$ cat src/rtl/hot_topk_pkg.sv
// Shared types and widths for the hot-address top-K tracker.
// The entry struct uses the package widths; the top's ADDR_SIZE/CNT_SIZE must match them.
package hot_topk_pkg;

    localparam int TOPK_ADDR_SIZE = 22;
    localparam int TOPK_CNT_SIZE  = 32;

    typedef struct packed {
        logic                      valid;
        logic [TOPK_ADDR_SIZE-1:0] addr;
        logic [TOPK_CNT_SIZE-1:0]  cnt;
    } topk_entry_t;

    typedef enum logic [0:0] {
        IDLE = 1'b0,
        SEND = 1'b1
    } dump_state_e;

    function automatic logic [TOPK_CNT_SIZE-1:0] cnt_max(
        input logic [TOPK_CNT_SIZE-1:0] a,
        input logic [TOPK_CNT_SIZE-1:0] b
    );
        return (a > b) ? a : b;
    endfunction

endpackage

$ cat src/rtl/hot_topk_dump.sv
// Snapshot registers and valid/ready drain FSM for the top-K table.
// Outputs are registered and loaded from the snapshot on each accepted beat.
import hot_topk_pkg::*;

module hot_topk_dump #(
    parameter int K         = 8,
    parameter int ADDR_SIZE = TOPK_ADDR_SIZE,
    parameter int CNT_SIZE  = TOPK_CNT_SIZE,
    parameter int RANK_SIZE = $clog2(K)
) (
    input  logic                 clk,
    input  logic                 rst,
    input  logic                 dump_req,
    input  topk_entry_t          live_tbl [K],
    input  logic [RANK_SIZE:0]   live_count,
    output logic                 out_valid,
    input  logic                 out_ready,
    output logic [ADDR_SIZE-1:0] out_addr,
    output logic [CNT_SIZE-1:0]  out_cnt,
    output logic [RANK_SIZE-1:0] out_rank,
    output logic                 out_last,
    output logic                 dump_busy
);

    localparam int RW = RANK_SIZE + 1;

    dump_state_e          state_r, state_s;
    topk_entry_t          snap_r [K];
    logic [RANK_SIZE:0]   snap_count_r;
    logic [RANK_SIZE-1:0] idx_r, idx_s;
    logic                 load_s;
    logic                 out_valid_r, out_valid_s;
    logic [ADDR_SIZE-1:0] out_addr_r, out_addr_s;
    logic [CNT_SIZE-1:0]  out_cnt_r, out_cnt_s;
    logic                 out_last_r, out_last_s;

    // State, index and registered stream outputs.
    always_ff @(posedge clk) begin
        if (rst) begin
            state_r     <= IDLE;
            idx_r       <= '0;
            out_valid_r <= 1'b0;
            out_addr_r  <= '0;
            out_cnt_r   <= '0;
            out_last_r  <= 1'b0;
        end else begin
            state_r     <= state_s;
            idx_r       <= idx_s;
            out_valid_r <= out_valid_s;
            out_addr_r  <= out_addr_s;
            out_cnt_r   <= out_cnt_s;
            out_last_r  <= out_last_s;
        end
    end

    // Snapshot capture; holds the pre-update live table of the request cycle.
    always_ff @(posedge clk) begin
        if (rst) begin
            for (int i = 0; i < K; i++) begin
                snap_r[i] <= '0;
            end
            snap_count_r <= '0;
        end else if (load_s) begin
            snap_r       <= live_tbl;
            snap_count_r <= live_count;
        end else begin
            snap_r       <= snap_r;
            snap_count_r <= snap_count_r;
        end
    end

    // Next state and next output beat.
    always_comb begin
        state_s     = state_r;
        idx_s       = idx_r;
        load_s      = 1'b0;
        out_valid_s = out_valid_r;
        out_addr_s  = out_addr_r;
        out_cnt_s   = out_cnt_r;
        out_last_s  = out_last_r;
        case (state_r)
            IDLE: begin
                if (dump_req && (live_count != RW'(0))) begin
                    state_s     = SEND;
                    load_s      = 1'b1;
                    idx_s       = '0;
                    out_valid_s = live_tbl[0].valid;
                    out_addr_s  = live_tbl[0].addr;
                    out_cnt_s   = live_tbl[0].cnt;
                    out_last_s  = (live_count == RW'(1));
                end else begin
                    out_valid_s = 1'b0;
                end
            end
            SEND: begin
                if (out_valid_r && out_ready) begin
                    if (out_last_r) begin
                        state_s     = IDLE;
                        idx_s       = '0;
                        out_valid_s = 1'b0;
                        out_addr_s  = '0;
                        out_cnt_s   = '0;
                        out_last_s  = 1'b0;
                    end else begin
                        idx_s       = idx_r + RANK_SIZE'(1);
                        out_valid_s = snap_r[idx_s].valid;
                        out_addr_s  = snap_r[idx_s].addr;
                        out_cnt_s   = snap_r[idx_s].cnt;
                        out_last_s  = ({1'b0, idx_s} == (snap_count_r - RW'(1)));
                    end
                end else begin
                    state_s = SEND;
                end
            end
            default: begin
                state_s     = IDLE;
                out_valid_s = 1'b0;
            end
        endcase
    end

    assign out_valid = out_valid_r;
    assign out_addr  = out_addr_r;
    assign out_cnt   = out_cnt_r;
    assign out_rank  = idx_r;
    assign out_last  = out_last_r;
    assign dump_busy = (state_r != IDLE);

endmodule

$ cat src/rtl/hot_addr_topk.sv
// Sorted top-K table of the hottest sketch addresses, updated one input per cycle,
// with a snapshot drain port. Never back-pressures the sketch.
import hot_topk_pkg::*;

module hot_addr_topk #(
    parameter int K         = 8,
    parameter int ADDR_SIZE = TOPK_ADDR_SIZE,
    parameter int CNT_SIZE  = TOPK_CNT_SIZE,
    parameter int RANK_SIZE = $clog2(K)
) (
    input  logic                 clk,
    input  logic                 rst,
    input  logic                 input_valid,
    input  logic [ADDR_SIZE-1:0] input_addr,
    input  logic [CNT_SIZE-1:0]  input_cnt,
    input  logic                 clear_req,
    input  logic                 dump_req,
    output logic                 out_valid,
    input  logic                 out_ready,
    output logic [ADDR_SIZE-1:0] out_addr,
    output logic [CNT_SIZE-1:0]  out_cnt,
    output logic [RANK_SIZE-1:0] out_rank,
    output logic                 out_last,
    output logic                 dump_busy,
    output logic [RANK_SIZE:0]   table_count
);

    localparam int RW = RANK_SIZE + 1;
    localparam logic [RANK_SIZE:0] K_CNT = RW'(K);

    topk_entry_t         tbl_r [K];
    topk_entry_t         tbl_s [K];
    logic [RANK_SIZE:0]  count_r, count_s;
    logic                hit_s;
    logic [RANK_SIZE:0]  hit_idx_s;
    logic [CNT_SIZE-1:0] stored_cnt_s;
    logic [CNT_SIZE-1:0] new_cnt_s;
    logic [RANK_SIZE:0]  pos_s;
    logic                promote_s;
    topk_entry_t         new_entry_s;

    // Hit search, merged count and target position among the other valid entries.
    always_comb begin
        hit_s     = 1'b0;
        hit_idx_s = '0;
        for (int i = 0; i < K; i++) begin
            hit_idx_s = (tbl_r[i].valid && (tbl_r[i].addr == input_addr)) ? RW'(i) : hit_idx_s;
            hit_s     = hit_s | (tbl_r[i].valid && (tbl_r[i].addr == input_addr));
        end
        stored_cnt_s = tbl_r[hit_idx_s[RANK_SIZE-1:0]].cnt;
        new_cnt_s    = hit_s ? cnt_max(stored_cnt_s, input_cnt) : input_cnt;
        // ">=" keeps incumbents ahead of an equal newcomer.
        pos_s = '0;
        for (int i = 0; i < K; i++) begin
            pos_s = pos_s + ((tbl_r[i].valid && (tbl_r[i].cnt >= new_cnt_s) &&
                              !(hit_s && (hit_idx_s == RW'(i)))) ? RW'(1) : RW'(0));
        end
        promote_s   = hit_s && (pos_s < hit_idx_s);
        new_entry_s = '{valid: 1'b1, addr: input_addr, cnt: new_cnt_s};
    end

    // Next live table: shift-down insert, in-place hit update, or clear.
    always_comb begin
        for (int i = 0; i < K; i++) begin
            if (clear_req) begin
                tbl_s[i] = '0;
            end else if (!input_valid) begin
                tbl_s[i] = tbl_r[i];
            end else if (hit_s && promote_s) begin
                if (RW'(i) == pos_s) begin
                    tbl_s[i] = new_entry_s;
                end else if ((RW'(i) > pos_s) && (RW'(i) <= hit_idx_s)) begin
                    tbl_s[i] = tbl_r[(i > 0) ? i - 1 : 0];
                end else begin
                    tbl_s[i] = tbl_r[i];
                end
            end else if (hit_s) begin
                tbl_s[i] = (RW'(i) == hit_idx_s) ? new_entry_s : tbl_r[i];
            end else if (pos_s < K_CNT) begin
                if (RW'(i) == pos_s) begin
                    tbl_s[i] = new_entry_s;
                end else if (RW'(i) > pos_s) begin
                    tbl_s[i] = tbl_r[(i > 0) ? i - 1 : 0];
                end else begin
                    tbl_s[i] = tbl_r[i];
                end
            end else begin
                tbl_s[i] = tbl_r[i];
            end
        end
        if (clear_req) begin
            count_s = '0;
        end else if (input_valid && !hit_s && (pos_s < K_CNT) && (count_r < K_CNT)) begin
            count_s = count_r + RW'(1);
        end else begin
            count_s = count_r;
        end
    end

    // Live table registers.
    always_ff @(posedge clk) begin
        if (rst) begin
            for (int i = 0; i < K; i++) begin
                tbl_r[i] <= '0;
            end
            count_r <= '0;
        end else begin
            tbl_r   <= tbl_s;
            count_r <= count_s;
        end
    end

    hot_topk_dump #(
        .K         (K),
        .ADDR_SIZE (ADDR_SIZE),
        .CNT_SIZE  (CNT_SIZE),
        .RANK_SIZE (RANK_SIZE)
    ) u_dump (
        .clk        (clk),
        .rst        (rst),
        .dump_req   (dump_req),
        .live_tbl   (tbl_r),
        .live_count (count_r),
        .out_valid  (out_valid),
        .out_ready  (out_ready),
        .out_addr   (out_addr),
        .out_cnt    (out_cnt),
        .out_rank   (out_rank),
        .out_last   (out_last),
        .dump_busy  (dump_busy)
    );

    assign table_count = count_r;

endmodule
$ cat config.mk
export PLATFORM = sky130hd
export DESIGN_NAME = hot_addr_topk
export DESIGN_NICKNAME = d
export VERILOG_FILES = /design/src/rtl/hot_topk_pkg.sv /design/src/rtl/hot_topk_dump.sv /design/src/rtl/hot_addr_topk.sv
export SDC_FILE = /design/constraint.sdc
export NUM_CORES = 2
export LEC_CHECK = 0
export BUFFER_PORTS_ARGS = -buffer_cell sky130_fd_sc_hd__buf_2
export CORE_MARGIN = 10
export CORE_UTILIZATION = 64
export DETAILED_ROUTE_END_ITERATION = 16
export PLACE_DENSITY = 0.81
export REMOVE_ABC_BUFFERS = 1
export SKIP_LAST_GASP = 1
export SLEW_MARGIN = 20
export SYNTH_ARGS = -nofsm -noshare
export SYNTH_HDL_FRONTEND = slang
export SYNTH_HIERARCHICAL = 1
export SYNTH_SLANG_ARGS = --single-unit
$ cat constraint.sdc
create_clock -name clk -period 17.43 [get_ports clk]
set_input_delay 3.486 -clock clk [delete_from_list [all_inputs] [get_ports clk]]
set_output_delay 3.486 -clock clk [all_outputs]
set_load 0.02 [all_outputs]
==> impl_metrics.json <==
{
  "die_h_um": 308,
  "ff2ff_path_depth": 48,
  "ctsResizeCount": 0,
  "leakage_uw": 0.0253,
  "num-fill-cells": 6499,
  "cp.required_ns": 18.05,
  "layout_commonest_cell": "nand2_1",
  "met2_usage_pct": 56.9,
  "cts_buffers": 98,
  "ff2ff_setup_slack_ns": 3.80,
  "max_stage_delay_ns": 0.95,
  "synth_ff_type": "dfxtp_1",
  "antenna_found_initial": 8,
  "clock.fmax_ghz": 0.0610,
  "final.setup_skew_ns": 0.0343,
  "path_clk_slew_ns": 0.06,
  "die_area_um2": 94700,
  "post-route-period-util_pct": 94.0,
  "antenna_left": 0,
  "slew-limit-headroom_pct": 19.0,
  "setup_tns_ns": 0,
  "grt_usage_pct": 38.2,
  "grt_pass1_vias": 45123,
  "worst_pin_slew_ns": 1.21,
  "drt_drc_violations_left": 0,
  "grt_first_pass_wirelength_um": 282000,
  "synth_area_leaders": "dfxtp_1, nand2_1, ha_1",
  "drv_slew": 0,
  "hold_violations": 0,
  "grt_use_met3_pct": 8.40,
  "setup_violations": 0,
  "crit_fanout": 65,
  "ys_seq_area_share_pct": 35.8,
  "status": "finished clean",
  "regToRegStartpoint": "tbl_r[315]$_SDFFE_PP0P_",
  "io_pins": 124,
  "synth.avg_cell_area_um2": 8.76,
  "wire_per_inst_um": 26.7,
  "endpoint": "tbl_r[333]$_SDFFE_PP0P_",
  "cts_tree": "built",
  "yosysTopAreaCell": "dfxtp_1",
  "worstSetupPathType": "in -> reg",
  "row_count": 105,
  "hold_depth": 2,
  "yosysUniqueCellTypes": 96,
  "max-cap-violations": 0,
  "globalplace.congestion": 1.03,
  "worstPathArrival_ns": 17.01,
  "top_usage_layer": "met2",
  "initial_core_util_pct": 64.5,
  "met1_usage_pct": 53.1,
  "multi_input_area_um2": 31500,
  "startpoint": "input_addr[12]",
  "wl_um": 188000,
  "grt_setup_unrepaired": "false",
  "powerDensity_nw_per_um2": 87.2,
  "drtPass1Iterations": 7,
  "viasPerCell": 6.82,
  "drt_iter0_drc": 6716,
  "drive_gt1_share_pct": 11.8,
  "grt_max_degree": 198,
  "worst_r2r_endpoint": "tbl_r[333]$_SDFFE_PP0P_",
  "instances_no_fill": 7043,
  "hold_buffers": 0,
  "num_vias": 48057,
  "synth_top_area_share_pct": 35.8,
  "synth-seq-cells": 948,
  "crit_path_start_kind": "primary input",
  "cts_buffer_depth": 3,
  "dp_cells": 6855,
  "coreArea_um2": 82100,
  "fin_nets": 6229,
  "clock_latency_ns": 0.68,
  "dpl.hpwl_um": 126000,
  "cts.sinks": 948,
  "cpMaxStageDelayCell": "o21a_4",
  "synth-edff-count": 0,
  "cts-root-buf": "clkbuf_16",
  "htree_levels": 3,
  "seq_area_um2": 19000,
  "place.port_buffers": 123,
  "place_ws_ns": 0.827,
  "syn_area_um2": 53000,
  "ys_async_sr_fraction_pct": 0,
  "dieWidth_um": 308,
  "critPathCaptureType": "flop",
  "syn-instance-count": 6047,
  "syn2layout_area_growth_pct": 7.82,
  "final_cell_mix": "nand2_1, dfxtp_1, a21oi_1",
  "period_needed_ns": 16.39,
  "ir_worst_vdd_uv": 97.8,
  "yosysWarnings": 6,
  "hold_class": "reg -> reg",
  "cts_setup_buffers": 0,
  "gr-total-overflow": 0,
  "setup_slack_ns": 1.04
}
[final cells by class]
class	instances	share of cell area, %
flip-flops and latches	948	33.2
diodes	5	0.0219
clock inverters	40	0.843
multi-input cells	4533	55.2
repair buffers	237	2.96
inverters	67	0.440
clock buffers	143	5.01
well taps	1070	2.34
[routing by layer]
layer / up-vias / part of all wire, % / wire, µm
li1: 21393 / - / -
met1: 23260 / 41 / 78000
met2: 2905 / 43 / 80800
met3: 495 / 11 / 21600
met4: 4 / 4.1 / 7690
met5: - / 0.015 / 29
[critical path: cells and delay by family]
kind | cells | cell delay, ns
mux | 3 | 0.72
simple gates | 11 | 2.47
buf+inv | 6 | 1.82
fa+ha+maj | 8 | 3.08
compound gates | 20 | 5.08
xor+xnor | 1 | 0.24
[stage by stage]
step | utilization, % | power (µW) | area [µm²] | hold WS, ns
after CTS | 69.6 | 4970 | 57100 | 0.451
after detailed placement | 65.5 | 2840 | 53800 | 0.443
after floorplan | - | 2610 | 50600 | 0.427
after global routing | 69.6 | 5120 | 57100 | 0.468
final | 69.6 | 4980 | 57100 | 0.451
after global placement | 65.5 | 2830 | 53800 | 0.438
[cell families (layout without fill, tap and decap cells)]
family,Yosys count,after routing,synth area share (%)
xor gates and xnor gates,187,187,3.13
adders and majority gates,290,290,6.88
and+or+nand+nor,1948,1948,15.8
buffers and inverters,566,487,5.06
muxes,473,473,11.6
AOI/OAI and AO/OA,1635,1635,21.7
other,0,5,0
DFF,948,948,35.8
[worst min path at each step]
stage	endpoint	slack [ns]	from
after floorplan	u_dump/snap_r[220]$_SDFFE_PP0P_	0.43	u_dump/snap_r[220]$_SDFFE_PP0P_
after global placement	u_dump/snap_r[348]$_SDFFE_PP0P_	0.44	u_dump/snap_r[348]$_SDFFE_PP0P_
after detailed placement	u_dump/snap_r[423]$_SDFFE_PP0P_	0.44	u_dump/snap_r[423]$_SDFFE_PP0P_
after CTS	u_dump/snap_r[423]$_SDFFE_PP0P_	0.45	u_dump/snap_r[423]$_SDFFE_PP0P_
after global routing	u_dump/snap_r[423]$_SDFFE_PP0P_	0.47	u_dump/snap_r[423]$_SDFFE_PP0P_
final	u_dump/snap_r[223]$_SDFFE_PP0P_	0.45	u_dump/snap_r[223]$_SDFFE_PP0P_
[cell usage after synthesis (all sizes together), types with 6 or more instances]
cell type and number:
nor2 310, a31oi 30, dfxtp 948, ha 280, buf 292, o31ai 35
or2 8, xor2 97, a211oi 198, a21oi 705, a2111oi 7, maj3 6
nand2b 28, mux4 110, nand4 87, nor4 39, nor2b 79, o211a 203
a311oi 12, nand3 67, o211ai 214, o21ai 92, a21o 86, nand2 1241
mux2 35, inv 67, and3 9, clkbuf 207, mux2i 328, o21bai 6
nor3 29, xnor2 90, o21a 8, or3b 8, a22oi 7
[sequential cells by signal (all words and copies together) (netlist names)]
name                 cells
tbl_r                  440
u_dump/snap_count_r      4
u_dump/out_addr         22
u_dump/out_cnt          32
u_dump/out_valid         1
u_dump/out_rank          3
table_count              4
u_dump/dump_busy         1
u_dump/snap_r          440
u_dump/out_last          1
[where the power goes]
part           internal (µW)  total [µW]  switching [µW]
Sequential              2210        2290            72.4
Combinational            164         530             367
Clock                   1230        2170             941
Power figures use the tool's default switching activity.
